<file path="src/rtl/icm_buffer_set_thread.sv">
// Write-side thread of the 2-way ICM buffer: fills hit/invalid/LRU way, updates LRU, exports displaced lines.
// Latency: ready and SRAM write 1 cycle after valid is seen; 2 cycles/request, 3+ when a line is evicted.
// Backpressure: requester holds valid/head/data until ready; EVICT stalls on evict_ready and blocks new requests.
module icm_buffer_set_thread #(
    parameter int CACHE_ENTRY_WIDTH  = 256,
    parameter int CACHE_SET_NUM_LOG  = 10,
    parameter int CACHE_OFFSET_WIDTH = 5,
    parameter int CACHE_TAG_WIDTH    = 6,
    parameter int CACHE_ADDR_WIDTH   = CACHE_TAG_WIDTH + CACHE_SET_NUM_LOG + CACHE_OFFSET_WIDTH
) (
    input  logic                                           clk,
    input  logic                                           rst,
    input  logic                                           set_req_valid,
    input  logic [CACHE_ADDR_WIDTH-1:0]                    set_req_head,
    input  logic [CACHE_ENTRY_WIDTH-1:0]                   set_req_data,
    output logic                                           set_req_ready,
    output logic                                           evict_valid,
    output logic [CACHE_ADDR_WIDTH-1:0]                    evict_head,
    output logic [CACHE_ENTRY_WIDTH-1:0]                   evict_data,
    input  logic                                           evict_ready,
    output logic                                           way_0_wen,
    output logic [CACHE_SET_NUM_LOG-1:0]                   way_0_addr,
    output logic [CACHE_ENTRY_WIDTH+CACHE_TAG_WIDTH:0]     way_0_din,
    input  logic [CACHE_ENTRY_WIDTH+CACHE_TAG_WIDTH:0]     way_0_dout,
    output logic                                           way_1_wen,
    output logic [CACHE_SET_NUM_LOG-1:0]                   way_1_addr,
    output logic [CACHE_ENTRY_WIDTH+CACHE_TAG_WIDTH:0]     way_1_din,
    input  logic [CACHE_ENTRY_WIDTH+CACHE_TAG_WIDTH:0]     way_1_dout,
    output logic                                           lru_wen,
    output logic [CACHE_SET_NUM_LOG-1:0]                   lru_addr,
    output logic                                           lru_din,
    input  logic                                           lru_dout
);

    localparam int LINE_W = CACHE_ENTRY_WIDTH + CACHE_TAG_WIDTH + 1;

    localparam logic [1:0] ST_IDLE   = 2'd0;
    localparam logic [1:0] ST_LOOKUP = 2'd1;
    localparam logic [1:0] ST_EVICT  = 2'd2;

    logic [1:0]                   state;
    logic [CACHE_TAG_WIDTH-1:0]   tag_q;
    logic [CACHE_SET_NUM_LOG-1:0] set_q;
    logic [CACHE_ENTRY_WIDTH-1:0] data_q;
    logic [CACHE_ADDR_WIDTH-1:0]  evict_head_q;
    logic [CACHE_ENTRY_WIDTH-1:0] evict_data_q;

    logic [CACHE_TAG_WIDTH-1:0]   req_tag;
    logic [CACHE_SET_NUM_LOG-1:0] req_set;
    logic                         unused_offset;

    assign req_tag       = set_req_head[CACHE_ADDR_WIDTH-1 -: CACHE_TAG_WIDTH];
    assign req_set       = set_req_head[CACHE_OFFSET_WIDTH +: CACHE_SET_NUM_LOG];
    assign unused_offset = ^set_req_head[CACHE_OFFSET_WIDTH-1:0];

    logic                         v0, v1, hit0, hit1, sel, need_evict;
    logic [CACHE_TAG_WIDTH-1:0]   t0, t1, victim_tag;
    logic [CACHE_ENTRY_WIDTH-1:0] d0, d1, victim_data;
    logic [LINE_W-1:0]            new_line;

    assign v0 = way_0_dout[LINE_W-1];
    assign v1 = way_1_dout[LINE_W-1];
    assign t0 = way_0_dout[CACHE_ENTRY_WIDTH +: CACHE_TAG_WIDTH];
    assign t1 = way_1_dout[CACHE_ENTRY_WIDTH +: CACHE_TAG_WIDTH];
    assign d0 = way_0_dout[CACHE_ENTRY_WIDTH-1:0];
    assign d1 = way_1_dout[CACHE_ENTRY_WIDTH-1:0];

    assign hit0 = v0 && (t0 == tag_q);
    assign hit1 = v1 && (t1 == tag_q);

    // Hit beats free slot beats LRU victim; a double hit resolves to way 0.
    always_comb begin
        sel = 1'b0;
        if (hit0)      sel = 1'b0;
        else if (hit1) sel = 1'b1;
        else if (!v0)  sel = 1'b0;
        else if (!v1)  sel = 1'b1;
        else           sel = ~lru_dout;
    end

    // Only a miss with both ways occupied displaces a live line.
    assign need_evict  = !hit0 && !hit1 && v0 && v1;
    assign victim_tag  = sel ? t1 : t0;
    assign victim_data = sel ? d1 : d0;
    assign new_line    = {1'b1, tag_q, data_q};

    always_comb begin
        set_req_ready = 1'b0;
        evict_valid   = 1'b0;
        evict_head    = '0;
        evict_data    = '0;
        way_0_wen     = 1'b0;
        way_1_wen     = 1'b0;
        way_0_addr    = '0;
        way_1_addr    = '0;
        way_0_din     = '0;
        way_1_din     = '0;
        lru_wen       = 1'b0;
        lru_addr      = '0;
        lru_din       = 1'b0;
        // Outputs are forced quiet during reset so no SRAM write can slip through.
        if (!rst) begin
            case (state)
                ST_IDLE: begin
                    if (set_req_valid) begin
                        way_0_addr = req_set;
                        way_1_addr = req_set;
                        lru_addr   = req_set;
                    end
                end
                ST_LOOKUP: begin
                    set_req_ready = 1'b1;
                    way_0_addr    = set_q;
                    way_1_addr    = set_q;
                    lru_addr      = set_q;
                    lru_wen       = 1'b1;
                    lru_din       = sel;
                    if (sel) begin
                        way_1_wen = 1'b1;
                        way_1_din = new_line;
                    end else begin
                        way_0_wen = 1'b1;
                        way_0_din = new_line;
                    end
                end
                ST_EVICT: begin
                    evict_valid = 1'b1;
                    evict_head  = evict_head_q;
                    evict_data  = evict_data_q;
                end
                default: ;
            endcase
        end
    end

    always_ff @(posedge clk or posedge rst) begin
        if (rst) begin
            state        <= ST_IDLE;
            tag_q        <= '0;
            set_q        <= '0;
            data_q       <= '0;
            evict_head_q <= '0;
            evict_data_q <= '0;
        end else begin
            case (state)
                ST_IDLE: begin
                    if (set_req_valid) begin
                        tag_q  <= req_tag;
                        set_q  <= req_set;
                        data_q <= set_req_data;
                        state  <= ST_LOOKUP;
                    end
                end
                ST_LOOKUP: begin
                    if (need_evict) begin
                        evict_head_q <= {victim_tag, set_q, {CACHE_OFFSET_WIDTH{1'b0}}};
                        evict_data_q <= victim_data;
                        state        <= ST_EVICT;
                    end else begin
                        state <= ST_IDLE;
                    end
                end
                ST_EVICT: begin
                    if (evict_ready) state <= ST_IDLE;
                end
                default: state <= ST_IDLE;
            endcase
        end
    end

endmodule

</file>
<file path="config.mk">
export PLATFORM = sky130hd
export DESIGN_NAME = icm_buffer_set_thread
export DESIGN_NICKNAME = d
export VERILOG_FILES = /design/src/rtl/icm_buffer_set_thread.sv
export SDC_FILE = /design/constraint.sdc
export NUM_CORES = 2
export LEC_CHECK = 0
export ABC_AREA = 1
export CAP_MARGIN = 25
export CORE_AREA = 8 8 639 641
export CTS_CLUSTER_DIAMETER = 100
export DETAILED_ROUTE_END_ITERATION = 10
export DIE_AREA = 0 0 647 649
export PLACE_DENSITY = 0.3
export SYNTH_ARGS = -nofsm -noshare
export SYNTH_HDL_FRONTEND = slang
export SYNTH_SLANG_ARGS = --single-unit
</file>
<file path="constraint.sdc">
create_clock -name clk -period 51.8 [get_ports clk]
set_clock_uncertainty 0.2 [all_clocks]
set_input_delay 10.36 -clock clk [delete_from_list [all_inputs] [get_ports clk]]
set_output_delay 10.36 -clock clk [all_outputs]
set_load 0.01 [all_outputs]
</file>
Yosys cells after proc, flatten, opt, wreduce, memory -nomap -nowiden
Index checks and enable logic that the tools add are counted.
{ "classes": {"n_reduce_logical": 11, "multipliers": 0, "n_addsub": 0, "mux": 35, "bitwise": 1, "n_shift": 0, "order_cmp": 0, "eq_ne": 6, "div": 0} }
{ "ops": {"columns": ["operator", "count"], "rows": [
  ["2-to-1 mux 263 bit", 6],
  ["2-to-1 mux 256 bit", 3],
  ["2-to-1 mux 21 bit", 2],
  ["2-to-1 mux 10 bit", 2],
  ["one-hot mux 10 bit (2 select lines)", 1],
  ["2-to-1 mux 1 bit", 16],
  ["equality test 6 bit", 2],
  ["2-to-1 mux 2 bit", 3],
  ["2-to-1 mux 6 bit", 1],
  ["one-hot mux 2 bit (3 select lines)", 1],
  ["AND reduction 2 bit", 3],
  ["logical AND 1 bit", 5],
  ["inequality test 2 bit, second input constant", 2],
  ["equality test 2 x 1 -> 1 bit, second input constant", 1],
  ["equality test 2 bit, second input constant", 1],
  ["zero test 1 bit", 2],
  ["zero test 2 bit", 1],
  ["inverter 1 bit", 1]
]} }
{ "word_totals": {"output_inout_bits": 839, "ram_bits": 0, "romBits": 0, "input_bits": 808, "reg_bits": 546, "latchBits": 0, "mem_count": 0} }

Longest topological paths before layout
{ "depth": {"word_depth": 8, "depth_mapped": 13} }

Worst setup path after synthesis
Ideal clock, no wire load.
{ "synth_timing": {"path_kind": "input to output", "from": "input port way_1_dout[259]", "to": "output port way_0_din[262]", "n_path_buf": 4, "path_stages": 13, "required_ns": 41.240, "t_arrival_ns": 11.648, "slack_ns": 29.592, "path_cell_list": "inv_1 -> nand2_1 -> nand2_1 -> nor2_1 -> nand2_1 -> o21bai_2 -> nand2_1 -> nand2_1 -> buf_2 -> buf_4 -> buf_2 -> inv_1 -> buf_4"} }
{ "synth_between": {"elab_chain_cells": 7} }
{ "synth_lines": {"columns": ["item", "line", "text"], "rows": [
  ["from (decl)", "28", "input logic [CACHE_ENTRY_WIDTH+CACHE_TAG_WIDTH:0] way_1_dout,"],
  ["equality test 6 bit", "69", "assign hit1 = v1 && (t1 == tag_q);"],
  ["logical AND 1 bit", "69", null],
  ["2-to-1 mux 1 bit", "75", "else if (hit1) sel = 1'b1;"],
  ["2-to-1 mux 1 bit", "74", "if (hit0) sel = 1'b0;"],
  ["2-to-1 mux 263 bit", "118", "if (sel) begin"],
  ["2-to-1 mux 263 bit", "103", "case (state)"],
  ["2-to-1 mux 263 bit", "102", "if (!rst) begin"],
  ["to (decl)", "23", "output logic [CACHE_ENTRY_WIDTH+CACHE_TAG_WIDTH:0] way_0_din,"]
]} }
No other way between the ends.

Final worst setup path
{ "layout_timing": {"from": "input port way_1_dout[259]", "to": "output port way_0_din[206]"} }
The elaborated chain is that of the path after synthesis.

==> run summary <==
status: completed
Placeable Area: 0.398 mm²
hold path depth: 2
#FFs+latches synth: 546
WS Path Type: in -> out
CTS Hold Bufs: 0
grt total ovfl: 0
Async SR Flop Fraction: 1.00
hold path start: evict_data_q[27]
R2R Path End: evict_data_q[167]
Min-Delay Path Class: reg -> reg
DP HPWL: 257 mm
setup slack, reg-to-reg: 46.96 ns
I/O Buffers: 1636
global-route wire length before repair: 387 mm
CTS Root Buffer Type: clkbuf_16
Layout Nets: 6965
wire per inst: 26.2 µm
Placement Cell Area: 0.0522 mm²
Critical Path Fanout Max: 71
Netlist cell types: 20
worst r2r src: tag_q[3]
critical path startpoint: way_1_dout[259]
VDD IR max: 23.8 µV
power per cell area: 29.5 mW/mm²
Min Clock Period, post-route: 25.72 ns
vias after detailed routing: 36200
worst hold slack: 0.275 ns
Mapped Area: 0.0303 mm²
Seq/Total Area, Yosys: 0.451
worst-margin pin slew: 1.05 ns
Final Setup Violations: 0
DIE AREA: 0.420 mm²
Fin. Hold Viols: 0
RSZ-0062 raised after global routing: false
Die Span X: 647 µm
post-route ant nets: 0
Pre-antenna DRT Iters: 6
Reg2Reg Depth: 12
Clock Latency Late Sink: 0.78 ns
busiest grt layer: met2
static leakage: 0.0244 µW
Initial Util: 0.0761
Post-CTS Setup Bufs: 0
met1 usage: 0.140
CTS tree: yes
Hold EP: evict_data_q[27]
TritonCTS Sinks: 546
Ports: 1647
aggregate global-route resource usage: 0.138
largest net degree at the start of global routing: 200
met3 Use GR: 0.0429
Post-synth EDFFs: 0
Main synth FF type: dfrtp_1
row count: 232
die height: 649 µm
Post-CTS Resized: 0
Max Cap Viol: 0
CTS Buf Count: 91
routed wire length: 303 mm
Startpoint Class: primary input
WP data required: 41.24 ns
fmax: 38.9 MHz
Ys Warns: 0
critical path arrival: 15.16 ns
fin crit share: 0.497
proportion of layout cells with a drive suffix above 1: 0.0328
Worst-path clk slew: 0.04 ns
clock buffer depth: 4
initial detailed-routing violation count: 2365
initial antenna violation count: 213
setup TNS: 0 ns
Finished Cell Area: 0.0555 mm²
Synth Instances: 4697
Avg Inst Size Synth: 6.45 µm²
Post-route DRC: 0
Placer Congestion: 0.903
GR met2 Demand/Resource: 0.268
Area Overhead vs Synth: 83.1%
worst rel slew slack: 0.302
H-tree levels: 3
fin. max-slew vios: 0
vias in the first global route: 36800
via density per instance: 3.14
CP endpoint kind: primary output
## how the worst max path moves through the flow
stage,endpoint,slack (ns),cells after the start
after detailed placement,way_0_din[184],25.76,13
final,way_0_din[206],26.08,13
after global placement,way_0_din[184],25.81,13
after CTS,way_0_din[184],25.75,13
after floorplan,data_q[0],25.47,4
after global routing,way_0_din[184],25.65,13
## metrics by stage
| stage | cells | power [µW] | util | setup WS (ns) |
|---|---|---|---|---|
| after CTS | 11500 | 1690 | 0.139 | 25.75 |
| after global placement | 11300 | 1030 | 0.131 | 25.81 |
| after global routing | 11500 | 1740 | 0.139 | 25.65 |
| after floorplan | 4701 | 777 | - | 25.47 |
| after detailed placement | 11300 | 1040 | 0.131 | 25.76 |
| final | 11600 | 1640 | 0.139 | 26.08 |
## worst max-delay path, stage by stage
cell and delay, ns:
clkdlybuf4s50_1 0.59, inv_1 0.13, nand2_1 0.08, nand2_1 0.05, nor2_1 0.10, nand2_1 0.11, o21bai_4 0.20, nand2_4 0.47
nand2_4 0.55, buf_4 0.79, buf_4 0.80, nor2_1 0.08, clkdlybuf4s50_1 0.77
## per-layer routing
metal / vias to the layer above / wire length, µm / share of wire
met1: 17500 / 105000 / 0.35
met2: 1463 / 163000 / 0.54
met4: 86 / 10800 / 0.036
li1: 16700 / - / -
met3: 488 / 23000 / 0.076
met5: - / 579 / 0.0019
## sequential cells by signal (all words and copies together) (netlist names)
register      cells
data_q          256
evict_data_q    256
evict_head_q     16
set_q            10
state             2
tag_q             6
## cells in the mapped netlist (2+ instances only)
library cell  count  area share
nand2_1        1647        0.20
nor2_1          804        0.10
inv_1           797       0.099
dfrtp_1         546        0.45
o21ai_0         278       0.046
nand3_1         265       0.044
buf_2           146       0.024
clkbuf_1        122       0.015
buf_4            34      0.0084
buf_1            22      0.0027
a21oi_1          12      0.0020
o21ai_1           7      0.0012
inv_2             6     0.00074
nor3_1            3     0.00050
buf_6             2     0.00074
clkinv_1          2     0.00025
## area by class of cell
| class | count | area [µm²] |
|---|---|---|
| Tap cell | 5265 | 6590 |
| Inverter | 805 | 3040 |
| Antenna cell | 71 | 178 |
| Fill cell | 46100 | 343000 |
| Timing Repair Buffer | 1689 | 16900 |
| Clock inverter | 24 | 280 |
| Multi-Input combinational cell | 3024 | 12100 |
| Sequential cell | 546 | 13700 |
| Clock buffer | 133 | 2660 |
## power by group
group          switching, µW  internal (µW)  total [µW]
clock network            247            374         621
logic                    271            156         426
registers               50.9            538         588
## placed cells by master (no fill, tap or decap)
cell,netlist,routed
buf_4,34,44
a21oi_1,12,12
nand3_4,0,1
nand2_4,0,2
clkinv_4,0,7
diode_2,0,71
inv_6,0,6
bufinv_16,0,4
inv_2,6,6
buf_12,0,2
buf_8,0,1
clkinv_8,0,1
inv_1,797,796
o21bai_4,0,1
o21ai_0,278,278
inv_8,0,2
nand3_1,265,264
nand3b_1,1,1
clkbuf_8,0,20
clkdlybuf4s50_1,0,1635
conb_1,1,5
clkinv_2,0,6
clkbuf_1,122,21
nand2_1,1647,1645
nor3_1,3,3
o21ai_1,7,7
buf_16,0,7
dfrtp_1,546,546
clkbuf_16,0,92
nor2_4,1,2
nor2_1,804,803
clkinv_1,2,1
## kinds of logic after synthesis
group,count (synthesis),synth area share
AO/OA/AOI/OAI,298,0.0494
buffers and inverters,1131,0.151
flip-flops,546,0.451
other,1,0.000124
AND/OR/NAND/NOR,2721,0.349
No activity file was read; power rests on OpenSTA's default activity.
